`src/rtl/hpdcache_pkg.sv`:
```
// rtl/hpdcache_pkg.sv - shared HPDcache victim-selection types, constants and LFSR tap helper
//
// Purpose: the replacement-policy enum, the default LFSR width, and the
//          feedback-tap table for the Galois LFSR used by the random policy.
// Ports:   none (package).
package hpdcache_pkg;

    typedef enum logic [1:0] {
        HPDCACHE_VICTIM_RANDOM = 2'd0,
        HPDCACHE_VICTIM_PLRU   = 2'd1
    } hpdcache_victim_sel_policy_e;

    localparam int HPDCACHE_VICTIM_LFSR_W_DEFAULT = 8;

    // Right-shifting Galois feedback masks for maximal-length sequences.
    // Any width without an entry falls back to MSB-only feedback, which is a
    // plain rotation: not maximal, but it still never reaches zero.
    function automatic logic [31:0] hpdcache_victim_lfsr_taps(input int unsigned width);
        case (width)
            3:       return 32'h0000_0006;
            4:       return 32'h0000_000C;
            5:       return 32'h0000_0014;
            6:       return 32'h0000_0030;
            7:       return 32'h0000_0060;
            8:       return 32'h0000_00B8;
            9:       return 32'h0000_0110;
            10:      return 32'h0000_0240;
            11:      return 32'h0000_0500;
            12:      return 32'h0000_0829;
            13:      return 32'h0000_100D;
            14:      return 32'h0000_2015;
            15:      return 32'h0000_6000;
            16:      return 32'h0000_D008;
            default: return 32'h1 << (width - 1);
        endcase
    endfunction

endpackage

```
`src/rtl/hpdcache_victim_sel_ext_if.sv`:
```
// rtl/hpdcache_victim_sel_ext_if.sv - request/update/result bundle of the victim selector
//
// Purpose: groups the replacement-state updates, the victim request with its
//          per-way directory view, and the registered victim result.
// Ports:   master drives updates and requests and receives the result;
//          slave is the selector itself.
interface hpdcache_victim_sel_ext_if #(
    parameter int SETS = 64,
    parameter int WAYS = 4
);
    localparam int SET_W = (SETS > 1) ? $clog2(SETS) : 1;

    logic              updt_i;
    logic [SET_W-1:0]  updt_set_i;
    logic [WAYS-1:0]   updt_way_i;
    logic              repl_i;
    logic [SET_W-1:0]  repl_set_i;
    logic [WAYS-1:0]   repl_way_i;
    logic              sel_victim_i;
    logic [SET_W-1:0]  sel_set_i;
    logic [WAYS-1:0]   sel_dir_valid_i;
    logic [WAYS-1:0]   sel_dir_wback_i;
    logic [WAYS-1:0]   sel_dir_dirty_i;
    logic [WAYS-1:0]   sel_dir_fetch_i;
    logic [WAYS-1:0]   sel_lock_i;
    logic              sel_victim_valid_o;
    logic [WAYS-1:0]   sel_victim_way_o;
    logic              sel_victim_none_o;

    modport master (
        output updt_i, updt_set_i, updt_way_i,
        output repl_i, repl_set_i, repl_way_i,
        output sel_victim_i, sel_set_i, sel_dir_valid_i, sel_dir_wback_i,
        output sel_dir_dirty_i, sel_dir_fetch_i, sel_lock_i,
        input  sel_victim_valid_o, sel_victim_way_o, sel_victim_none_o
    );

    modport slave (
        input  updt_i, updt_set_i, updt_way_i,
        input  repl_i, repl_set_i, repl_way_i,
        input  sel_victim_i, sel_set_i, sel_dir_valid_i, sel_dir_wback_i,
        input  sel_dir_dirty_i, sel_dir_fetch_i, sel_lock_i,
        output sel_victim_valid_o, sel_victim_way_o, sel_victim_none_o
    );

endinterface

```
`src/rtl/hpdcache_victim_rot_pick.sv`:
```
// rtl/hpdcache_victim_rot_pick.sv - rotating first-one finder
//
// Purpose: returns a one-hot of the first set bit of mask_i at index >=
//          start_i, wrapping past the top way back to way 0; zero if mask_i
//          is empty.
// Ports:   mask_i  candidate ways
//          start_i first index to consider
//          pick_o  one-hot pick (or zero)
module hpdcache_victim_rot_pick
    import hpdcache_pkg::*;
#(
    parameter int WAYS  = 4,
    parameter int IDX_W = (WAYS > 1) ? $clog2(WAYS) : 1
) (
    input  logic [WAYS-1:0]  mask_i,
    input  logic [IDX_W-1:0] start_i,
    output logic [WAYS-1:0]  pick_o
);

    logic             found;
    logic [IDX_W-1:0] idx;

    always_comb begin
        pick_o = '0;
        found  = 1'b0;
        idx    = '0;
        for (int k = 0; k < WAYS; k++) begin
            idx = IDX_W'((int'(start_i) + k) % WAYS);
            if (!found && mask_i[idx]) begin
                pick_o[idx] = 1'b1;
                found       = 1'b1;
            end
        end
    end

endmodule

```
`src/rtl/hpdcache_victim_sel_ext.sv`:
```
// rtl/hpdcache_victim_sel_ext.sv - HPDcache victim selector with locking, fetch exclusion and dirty avoidance
//
// Purpose: picks a refill victim per request, one cycle after the request.
//          Invalid eligible ways win outright; otherwise clean ways are
//          preferred (AVOID_DIRTY) and the random or bit-PLRU policy chooses.
// Ports:   clk_i, rst_i  clock and asynchronous active-high reset
//          victim_if     slave side of hpdcache_victim_sel_ext_if
//                        (updt/repl state updates, request, registered result)
module hpdcache_victim_sel_ext
    import hpdcache_pkg::*;
#(
    parameter int                          SETS        = 64,
    parameter int                          WAYS        = 4,
    parameter hpdcache_victim_sel_policy_e POLICY      = HPDCACHE_VICTIM_PLRU,
    parameter bit                          AVOID_DIRTY = 1'b1,
    parameter int                          LFSR_W      = HPDCACHE_VICTIM_LFSR_W_DEFAULT,
    parameter logic [LFSR_W-1:0]           LFSR_SEED   = LFSR_W'(8'h5A)
) (
    input  logic                      clk_i,
    input  logic                      rst_i,
    hpdcache_victim_sel_ext_if.slave  victim_if
);

    localparam int                SET_W     = (SETS > 1) ? $clog2(SETS) : 1;
    localparam int                WAY_IDX_W = (WAYS > 1) ? $clog2(WAYS) : 1;
    localparam logic [LFSR_W-1:0] LFSR_TAPS = LFSR_W'(hpdcache_victim_lfsr_taps(LFSR_W));
    localparam bit                USE_PLRU  = (POLICY == HPDCACHE_VICTIM_PLRU) && (WAYS > 1);
    localparam bit                USE_RAND  = (POLICY == HPDCACHE_VICTIM_RANDOM) && (WAYS > 1);

    logic [WAYS-1:0]      cand;
    logic [WAYS-1:0]      inv_cand;
    logic [WAYS-1:0]      clean;
    logic [WAYS-1:0]      pol_mask;
    logic [WAYS-1:0]      plru_free;
    logic [WAYS-1:0]      pick_mask;
    logic [WAY_IDX_W-1:0] pick_start;
    logic [WAY_IDX_W-1:0] rand_start;
    logic [LFSR_W-1:0]    lfsr_mod;
    logic [WAYS-1:0]      pick_way;
    logic [WAYS-1:0]      mru_rd;
    logic                 lfsr_shift;

    logic                 valid_d, valid_q;
    logic [WAYS-1:0]      way_d, way_q;
    logic                 none_d, none_q;
    logic [LFSR_W-1:0]    lfsr_d, lfsr_q;

    // OR-in the touched ways; once every way is marked, keep only the ones
    // just touched so the set never becomes "all recently used".
    function automatic logic [WAYS-1:0] mru_merge(input logic [WAYS-1:0] old_bits,
                                                  input logic [WAYS-1:0] touch);
        logic [WAYS-1:0] merged;
        merged = old_bits | touch;
        return (&merged) ? touch : merged;
    endfunction

    assign lfsr_mod   = lfsr_q % LFSR_W'(WAYS);
    assign rand_start = WAY_IDX_W'(lfsr_mod);
    assign plru_free  = pol_mask & ~mru_rd;

    always_comb begin
        cand       = ~victim_if.sel_lock_i & ~victim_if.sel_dir_fetch_i;
        inv_cand   = cand & ~victim_if.sel_dir_valid_i;
        clean      = cand & ~(victim_if.sel_dir_wback_i & victim_if.sel_dir_dirty_i);
        pol_mask   = (AVOID_DIRTY && (|clean)) ? clean : cand;
        pick_mask  = pol_mask;
        pick_start = '0;
        if (|inv_cand) begin
            pick_mask = inv_cand;
        end else if (USE_PLRU) begin
            pick_mask = (|plru_free) ? plru_free : pol_mask;
        end else if (USE_RAND) begin
            pick_start = rand_start;
        end
    end

    hpdcache_victim_rot_pick #(
        .WAYS  (WAYS),
        .IDX_W (WAY_IDX_W)
    ) u_rot_pick (
        .mask_i  (pick_mask),
        .start_i (pick_start),
        .pick_o  (pick_way)
    );

    // The LFSR only advances when the policy actually made a choice.
    assign lfsr_shift = USE_RAND && victim_if.sel_victim_i && !(|inv_cand) && (|cand);

    always_comb begin
        valid_d = victim_if.sel_victim_i;
        way_d   = way_q;
        none_d  = none_q;
        lfsr_d  = lfsr_q;
        if (victim_if.sel_victim_i) begin
            way_d  = pick_way;
            none_d = ~(|cand);
        end
        if (lfsr_shift) begin
            lfsr_d = (lfsr_q >> 1) ^ (lfsr_q[0] ? LFSR_TAPS : '0);
        end
    end

    always_ff @(posedge clk_i or posedge rst_i) begin
        if (rst_i) begin
            valid_q <= 1'b0;
            way_q   <= '0;
            none_q  <= 1'b0;
            lfsr_q  <= LFSR_SEED;
        end else begin
            valid_q <= valid_d;
            way_q   <= way_d;
            none_q  <= none_d;
            lfsr_q  <= lfsr_d;
        end
    end

    generate
        if (USE_PLRU) begin : gen_plru
            logic [WAYS-1:0] mru_q [SETS];
            logic [WAYS-1:0] mru_d [SETS];

            // Read before the same-cycle update lands.
            assign mru_rd = mru_q[victim_if.sel_set_i];

            always_comb begin
                for (int s = 0; s < SETS; s++) begin
                    mru_d[s] = mru_merge(mru_q[s],
                        ({WAYS{victim_if.updt_i && (victim_if.updt_set_i == SET_W'(s))}}
                            & victim_if.updt_way_i) |
                        ({WAYS{victim_if.repl_i && (victim_if.repl_set_i == SET_W'(s))}}
                            & victim_if.repl_way_i));
                end
            end

            always_ff @(posedge clk_i or posedge rst_i) begin
                if (rst_i) begin
                    for (int s = 0; s < SETS; s++) begin
                        mru_q[s] <= '0;
                    end
                end else begin
                    for (int s = 0; s < SETS; s++) begin
                        mru_q[s] <= mru_d[s];
                    end
                end
            end
        end else begin : gen_no_plru
            logic unused_updt;
            assign unused_updt = ^{victim_if.updt_i, victim_if.updt_set_i, victim_if.updt_way_i,
                                   victim_if.repl_i, victim_if.repl_set_i, victim_if.repl_way_i,
                                   victim_if.sel_set_i};
            assign mru_rd = '0;
        end
    endgenerate

    assign victim_if.sel_victim_valid_o = valid_q;
    assign victim_if.sel_victim_way_o   = way_q;
    assign victim_if.sel_victim_none_o  = none_q;

`ifndef SYNTHESIS
    a_policy_legal: assert property (@(posedge clk_i)
        (POLICY == HPDCACHE_VICTIM_RANDOM) || (POLICY == HPDCACHE_VICTIM_PLRU));
    a_seed_nonzero: assert property (@(posedge clk_i) LFSR_SEED != '0);
    a_way_onehot: assert property (@(posedge clk_i) disable iff (rst_i)
        victim_if.sel_victim_valid_o |-> $onehot0(victim_if.sel_victim_way_o));
    a_way_eligible: assert property (@(posedge clk_i) disable iff (rst_i)
        victim_if.sel_victim_i |-> ((pick_way & ~cand) == '0));
`endif

endmodule

```
`src/flat_wrapper.sv`:
```
// flat-port wrapper written by rule: the top's interface ports become plain ports
module hpdcache_victim_sel_ext_flat import hpdcache_pkg::*;
#(
    parameter int                          SETS        = 64,
    parameter int                          WAYS        = 4,
    parameter hpdcache_victim_sel_policy_e POLICY      = HPDCACHE_VICTIM_PLRU,
    parameter bit                          AVOID_DIRTY = 1'b1,
    parameter int                          LFSR_W      = HPDCACHE_VICTIM_LFSR_W_DEFAULT,
    parameter logic [LFSR_W-1:0]           LFSR_SEED   = LFSR_W'(8'h5A)
)
  (clk_i, rst_i, victim_if_updt_i, victim_if_updt_set_i, victim_if_updt_way_i, victim_if_repl_i, victim_if_repl_set_i, victim_if_repl_way_i, victim_if_sel_victim_i, victim_if_sel_set_i, victim_if_sel_dir_valid_i, victim_if_sel_dir_wback_i, victim_if_sel_dir_dirty_i, victim_if_sel_dir_fetch_i, victim_if_sel_lock_i, victim_if_sel_victim_valid_o, victim_if_sel_victim_way_o, victim_if_sel_victim_none_o);
  hpdcache_victim_sel_ext_if #(.SETS(SETS), .WAYS(WAYS)) victim_if_i ();
  input  logic clk_i;
  input  logic rst_i;
  input wire logic [$bits(victim_if_i.updt_i)-1:0] victim_if_updt_i;
  input wire logic [$bits(victim_if_i.updt_set_i)-1:0] victim_if_updt_set_i;
  input wire logic [$bits(victim_if_i.updt_way_i)-1:0] victim_if_updt_way_i;
  input wire logic [$bits(victim_if_i.repl_i)-1:0] victim_if_repl_i;
  input wire logic [$bits(victim_if_i.repl_set_i)-1:0] victim_if_repl_set_i;
  input wire logic [$bits(victim_if_i.repl_way_i)-1:0] victim_if_repl_way_i;
  input wire logic [$bits(victim_if_i.sel_victim_i)-1:0] victim_if_sel_victim_i;
  input wire logic [$bits(victim_if_i.sel_set_i)-1:0] victim_if_sel_set_i;
  input wire logic [$bits(victim_if_i.sel_dir_valid_i)-1:0] victim_if_sel_dir_valid_i;
  input wire logic [$bits(victim_if_i.sel_dir_wback_i)-1:0] victim_if_sel_dir_wback_i;
  input wire logic [$bits(victim_if_i.sel_dir_dirty_i)-1:0] victim_if_sel_dir_dirty_i;
  input wire logic [$bits(victim_if_i.sel_dir_fetch_i)-1:0] victim_if_sel_dir_fetch_i;
  input wire logic [$bits(victim_if_i.sel_lock_i)-1:0] victim_if_sel_lock_i;
  output wire logic [$bits(victim_if_i.sel_victim_valid_o)-1:0] victim_if_sel_victim_valid_o;
  output wire logic [$bits(victim_if_i.sel_victim_way_o)-1:0] victim_if_sel_victim_way_o;
  output wire logic [$bits(victim_if_i.sel_victim_none_o)-1:0] victim_if_sel_victim_none_o;
  assign victim_if_i.updt_i = victim_if_updt_i;
  assign victim_if_i.updt_set_i = victim_if_updt_set_i;
  assign victim_if_i.updt_way_i = victim_if_updt_way_i;
  assign victim_if_i.repl_i = victim_if_repl_i;
  assign victim_if_i.repl_set_i = victim_if_repl_set_i;
  assign victim_if_i.repl_way_i = victim_if_repl_way_i;
  assign victim_if_i.sel_victim_i = victim_if_sel_victim_i;
  assign victim_if_i.sel_set_i = victim_if_sel_set_i;
  assign victim_if_i.sel_dir_valid_i = victim_if_sel_dir_valid_i;
  assign victim_if_i.sel_dir_wback_i = victim_if_sel_dir_wback_i;
  assign victim_if_i.sel_dir_dirty_i = victim_if_sel_dir_dirty_i;
  assign victim_if_i.sel_dir_fetch_i = victim_if_sel_dir_fetch_i;
  assign victim_if_i.sel_lock_i = victim_if_sel_lock_i;
  assign victim_if_sel_victim_valid_o = victim_if_i.sel_victim_valid_o;
  assign victim_if_sel_victim_way_o = victim_if_i.sel_victim_way_o;
  assign victim_if_sel_victim_none_o = victim_if_i.sel_victim_none_o;
  hpdcache_victim_sel_ext #(.SETS(SETS), .WAYS(WAYS), .POLICY(POLICY), .AVOID_DIRTY(AVOID_DIRTY), .LFSR_W(LFSR_W), .LFSR_SEED(LFSR_SEED)) u_core (.clk_i(clk_i), .rst_i(rst_i), .victim_if(victim_if_i));
endmodule
```
`config.mk`:
```
export PLATFORM = sky130hd
export DESIGN_NAME = hpdcache_victim_sel_ext_flat
export DESIGN_NICKNAME = d
export VERILOG_FILES = /design/src/rtl/hpdcache_pkg.sv /design/src/rtl/hpdcache_victim_sel_ext_if.sv /design/src/rtl/hpdcache_victim_rot_pick.sv /design/src/rtl/hpdcache_victim_sel_ext.sv /design/src/flat_wrapper.sv
export SDC_FILE = /design/constraint.sdc
export NUM_CORES = 1
export LEC_CHECK = 0
export ABC_CLOCK_PERIOD_IN_PS = 22500
export CORE_MARGIN = 1.5
export CORE_UTILIZATION = 45
export DETAILED_ROUTE_END_ITERATION = 12
export SLEW_MARGIN = 20
export SYNTH_ARGS = -nofsm -noshare
export SYNTH_HDL_FRONTEND = slang
export SYNTH_SLANG_ARGS = --single-unit
```
`constraint.sdc`:
```
create_clock -name clk_i -period 22.5 [get_ports clk_i]
set_clock_uncertainty 0.15 [all_clocks]
set_input_delay 4.5 -clock clk_i [delete_from_list [all_inputs] [get_ports clk_i]]
set_output_delay 4.5 -clock clk_i [all_outputs]
set_load 0.02 [all_outputs]
```
Word-level counts from Yosys, hierarchy flattened
Cells that the tools add are included.
Widths: inputs -> output; s select.
{"block": "totals", "regBits": 262, "elab_cells": 743}
{"block": "classes", "n_lt_le_gt_ge": 1, "eq_ne": 126, "muxes": 77, "n_bitwise": 268, "reduce_logical": 204}
{"op": "$and 4x4->4", "n": 133}
{"op": "$or 4x4->4", "n": 128}
{"op": "$eq 6x6->1 const B", "n": 64}
{"op": "$mux 4", "n": 70}
{"op": "$reduce_and 4->1", "n": 64}
{"op": "$eq 6x5->1 const B", "n": 32}
{"op": "$logic_and 1x1->1", "n": 131}
{"op": "$eq 6x4->1 const B", "n": 16}
{"op": "$eq 6x3->1 const B", "n": 8}
{"op": "$bmux 4 s6", "n": 1}
{"op": "$eq 6x2->1 const B", "n": 4}
{"op": "$not 4->4", "n": 5}
{"op": "$reduce_or 4->1", "n": 4}
{"op": "$eq 6x1->1 const B", "n": 2}
{"op": "$logic_not 6->1", "n": 2}
{"op": "$ge 7x7->1 const B", "n": 1}
{"op": "$not 6->7", "n": 1}
{"op": "$mux 1", "n": 4}
{"op": "$logic_not 1->1", "n": 3}
{"op": "$mux 3", "n": 1}
{"op": "$mux 2", "n": 1}
{"op": "$not 1->1", "n": 1}

Logic depth before layout (Yosys ltp)
{"block": "logic_depth", "ltp_word": 19, "ltp_mapped": 11}

By module
A second synthesis with hierarchy kept.
{"block": "unflattened", "hier_cells": 1689, "area_unflattened_um2": 16608.4}
{"module": "hpdcache_victim_sel_ext", "instances": 1, "cells_each": 1653, "area_per_inst_um2": 16270.6}
{"module": "hpdcache_victim_rot_pick", "instances": 1, "cells_each": 36, "area_per_inst_um2": 337.8}

Least setup slack after synthesis
Ideal clock, no wire load.
{"block": "synth_timing", "kind": "input to register", "startpoint": "input victim_if_sel_set_i[2]", "endpoint": "register u_core.way_q[3] (netlist: u_core.victim_if.sel_victim_way_o[3])", "arrival_ns": 7.015, "required_ns": 22.255, "path_slack_ns": 15.239, "stages": 10, "n_path_buf": 2, "path_cell_list": "buf_2 clkbuf_1 mux4_2 mux4_2 a2bb2oi_1 a22oi_2 a21oi_1 a31o_1 o2bb2a_4 o32ai_2"}
{"block": "synth_between", "elab_chain_cells": 19}
{"item": "start, declared", "line": "flat_wrapper.sv:22", "text": "input wire logic [$bits(victim_if_i.sel_set_i)-1:0] victim_if_sel_set_i;"}
{"item": "$not 6->7 (implied by the code) (*)", "line": "hpdcache_victim_sel_ext.sv:123", "text": "assign mru_rd = mru_q[victim_if.sel_set_i];"}
{"item": "$bmux 4 s6 (*)", "line": "hpdcache_victim_sel_ext.sv:123"}
{"item": "$mux 4 (implied by the code) (*) (2 in series)", "line": "hpdcache_victim_sel_ext.sv:123"}
{"item": "$not 4->4 (*)", "line": "hpdcache_victim_sel_ext.sv:59", "text": "assign plru_free = pol_mask & ~mru_rd;"}
{"item": "$and 4x4->4 (*)", "line": "hpdcache_victim_sel_ext.sv:59"}
{"item": "$reduce_or 4->1", "line": "hpdcache_victim_sel_ext.sv:71", "text": "pick_mask = (|plru_free) ? plru_free : pol_mask;"}
{"item": "$mux 4 (*)", "line": "hpdcache_victim_sel_ext.sv:71"}
{"item": "$mux 4 (*)", "line": "hpdcache_victim_sel_ext.sv:68", "text": "if (|inv_cand) begin"}
{"item": "[... 2 more ...]"}
{"item": "$logic_and 1x1->1", "line": "hpdcache_victim_rot_pick.sv:29", "text": "if (!found && mask_i[idx]) begin"}
{"item": "$mux 1", "line": "hpdcache_victim_rot_pick.sv:29"}
{"item": "$logic_not 1->1", "line": "hpdcache_victim_rot_pick.sv:29"}
{"item": "$logic_and 1x1->1", "line": "hpdcache_victim_rot_pick.sv:29"}
{"item": "$mux 1", "line": "hpdcache_victim_rot_pick.sv:29"}
{"item": "$logic_not 1->1", "line": "hpdcache_victim_rot_pick.sv:29"}
{"item": "$logic_and 1x1->1 (*)", "line": "hpdcache_victim_rot_pick.sv:29"}
{"item": "$mux 4 (*)", "line": "hpdcache_victim_rot_pick.sv:29"}
{"item": "end signal, assigned", "line": "hpdcache_victim_sel_ext.sv:111", "text": "way_q <= way_d;"}
{"item": "end, declared", "line": "hpdcache_victim_sel_ext.sv:44", "text": "logic [WAYS-1:0] way_d, way_q;"}
Every way passes the cells marked *; elsewhere a longest branch is shown, timed or not. The select of a mux whose other input is x is not followed.
A chain may end at the register's enable or synchronous reset.

Worst setup path in the final report
{"block": "layout_timing", "startpoint": "input victim_if_sel_set_i[1]", "endpoint": "register u_core.way_q[3] (netlist: u_core.victim_if.sel_victim_way_o[3])"}
The elaborated chain is that of the path after synthesis.

==> results.json <==
{
  "cts_tree": "yes",
  "ys_seq_area_frac": 0.4201,
  "syn_to_final_growth_pct": 11.60,
  "path_cells": "buf_4, buf_4, mux4_2, a22oi_1, a31oi_1, a211oi_1, o2bb2a_4, a31o_1, o2bb2a_4, o32ai_2",
  "fin_crit_sh": 0.3374,
  "ys_seq_elements": 262,
  "power.static_leakage_nw": 9.174,
  "placed_area_sq_um": 16430,
  "drtAntennaViolNets": 0,
  "rows": 68,
  "port_buffers": 56,
  "cts_root_buf": "clkbuf_16",
  "cts_buffers": 31,
  "worst_setup_path_end_kind": "register",
  "diodes": 0,
  "start_kind": "input pin",
  "ys_types": 55,
  "dieArea_sq_um": 35800,
  "io_pins": 57,
  "cp_slowest_cell": "buf_4",
  "synth_area_per_cell_sq_um": 10.96,
  "reg2reg_slack_ns": 19.37,
  "instances_no_fill": 1913,
  "vias_per_cell": 6.927,
  "placed_cells": 1861,
  "p_per_area_nw_per_um2": 93.09,
  "fin_util": 0.5067,
  "critPathCapture": "u_core.victim_if.sel_victim_way_o[3]",
  "crit-reg2reg-launch": "u_core.gen_plru.mru_q[196]",
  "fin_crit_ns": 7.591,
  "hpwl_um": 33520,
  "finalMaxSlewViolations": 0,
  "power_frac_seq": 0.476,
  "arrival_ns": 7.93,
  "grtUsageTotal": 0.2977,
  "fmax_ghz": 0.1317,
  "globalRoute.totalOverflow": 0,
  "cts_resized": 0,
  "worstPathMaxFanout": 38,
  "relSlewSlack": 0.2500,
  "netlist_instances": 1424,
  "setup_viol": 0,
  "layout_common_cells": "dfrtp_1 (262), a22o_1 (250), a21o_1 (243)",
  "num_vias": 13250,
  "grt_max_degree": 136,
  "core-area_sq_um": 34370,
  "p_comb_frac": 0.216,
  "layout_commonest_cell": "dfrtp_1",
  "wire_per_inst_um": 27.58,
  "hp-class": "reg2reg",
  "cts_hold_buf": 0,
  "finalHoldViolations": 0,
  "status": "finished clean",
  "fin_area_sq_um": 17420,
  "peakVddDrop_mv": 0.07323,
  "synth_top_area_cell": "dfrtp_1",
  "setup_tns_ns": 0,
  "synth_area_leaders": "dfrtp_1 (42%), a22o_1 (14%), a21o_1 (12%), mux4_2 (10%), nor2_1 (3.3%)",
  "antenna_found_initial": 0,
  "rsz0062_at_grt": "no",
  "grt_pass1_vias": 13000,
  "synthFlopType": "dfrtp_1",
  "routabilityCongestion": 0.8790,
  "nets": 1490,
  "clkPwrFrac": 0.307,
  "reg2reg_to": "u_core.victim_if.sel_victim_way_o[3]",
  "critical-path-max-stage-delay_ns": 0.60,
  "wl_um": 52750,
  "tightest_slew_ns": 1.125,
  "worstSkewPairLatency_ns": 0.58,
  "grt_pass1_wl_um": 80620,
  "cts.sinks": 262,
  "netlist.area_leader.share": 0.4201,
  "initial_core_util": 0.4540,
  "cp.required_ns": 22.84,
  "drt_pre_antenna_iters": 6,
  "path_clk_slew_ns": 0.06,
  "drc": 0,
  "clk_path_buf_depth": 3,
  "synthArstFlopShare": 1.000,
  "dieWidth_um": 189.2,
  "post_cts_buffers": 0,
  "rr_worst_depth": 8,
  "path_class": "in2reg",
  "synth_fp_nets": 1475,
  "max-cap-violations": 0,
  "drive_gt1_frac": 0.1036,
  "drt_iter0_drc": 1328,
  "yosysWarnings": 0,
  "p_sw_mw": 0.5117,
  "startpoint": "victim_if_sel_set_i[1]",
  "synth_area_sq_um": 15600,
  "fp.dieH_um": 189.2,
  "synth_edf_count": 0,
  "internal_power_mw": 1.109,
  "hold_start": "u_core.victim_if.sel_victim_none_o",
  "htree_num_levels": 1,
  "swShare": 0.3156
}
-- cells by family after synthesis --
logic type	after synthesis	share of synthesized area
DFF	262	0.4201
AOI/OAI and AO/OA	748	0.3816
muxes	85	0.1099
buffers and inverters	111	0.02879
and+or+nand+nor	218	0.05957
-- routing by layer --
layer | share of wire | wire length [um] | global-route usage
met5 | 0 | 0 | 0
met4 | 0.032 | 1691 | 0.1044
met3 | 0.078 | 4135 | 0.04022
met2 | 0.46 | 24230 | 0.4676
met1 | 0.43 | 22690 | 0.4236
-- layout make-up --
| type | count | area (sq um) |
|---|---|---|
| inverters | 24 | 97.59 |
| flip-flops and latches | 262 | 6556 |
| fillers | 3156 | 16960 |
| multi-input cells | 1051 | 8600 |
| repair buffers | 69 | 605.6 |
| clock buffers | 46 | 922.1 |
| well taps | 455 | 569.3 |
| clock inverters | 6 | 65.06 |
-- worst min-delay path by stage --
stage | endpoint | cells after the start | slack [ns]
after floorplan | u_core.gen_plru.mru_q[142] | 1 | 0.31
after global placement | u_core.victim_if.sel_victim_none_o | 1 | 0.31
after detailed placement | u_core.victim_if.sel_victim_none_o | 1 | 0.32
after CTS | u_core.victim_if.sel_victim_none_o | 1 | 0.34
after global routing | u_core.victim_if.sel_victim_none_o | 1 | 0.36
final | u_core.victim_if.sel_victim_none_o | 1 | 0.33
-- synthesized netlist by cell type (all sizes together) (7+ instances only) --
cell type	count
dfrtp	262
a22o	250
a21o	243
nor2	139
clkbuf	69
mux4	69
o21bai	65
o21ai	58
o22a	57
nand2	26
inv	24
nand3	22
buf	18
mux2i	15
nor2b	10
o221ai	9
a221o	8
o21a	8
a222oi	7
-- power by group through the flow --
stage	combinational [mW]	sequential, mW	clock, mW
6_report	0.351	0.772	0.498
5_1_grt	0.379	0.785	0.525
4_1_cts	0.350	0.765	0.506
3_5_place_dp	0.348	0.771	0
3_3_place_gp	0.343	0.774	0
2_1_floorplan	0.273	0.701	0
-- state kept, by name, indices dropped and copies added (netlist names) --
| name | count |
|---|---|
| u_core.victim_if.sel_victim_valid_o | 1 |
| u_core.victim_if.sel_victim_none_o | 1 |
| u_core.victim_if.sel_victim_way_o | 4 |
| u_core.gen_plru.mru_q | 256 |
-- worst max-delay path: cells and delay by family --
kind / cells / cell delay (ns)
AO/OA/AOI/OAI: 7 / 1.85
buffers and inverters: 2 / 0.94
multiplexers: 1 / 0.59
-- metrics by stage --
stage	total power, mW	hold WS, ns	setup WS (ns)
3_5_place_dp	1.119	0.3246	14.31
3_3_place_gp	1.117	0.3146	14.37
4_1_cts	1.621	0.3381	14.89
2_1_floorplan	0.9737	0.3107	10.64
5_1_grt	1.689	0.3649	14.63
6_report	1.621	0.3300	14.91
Power figures use the tool's default switching activity.
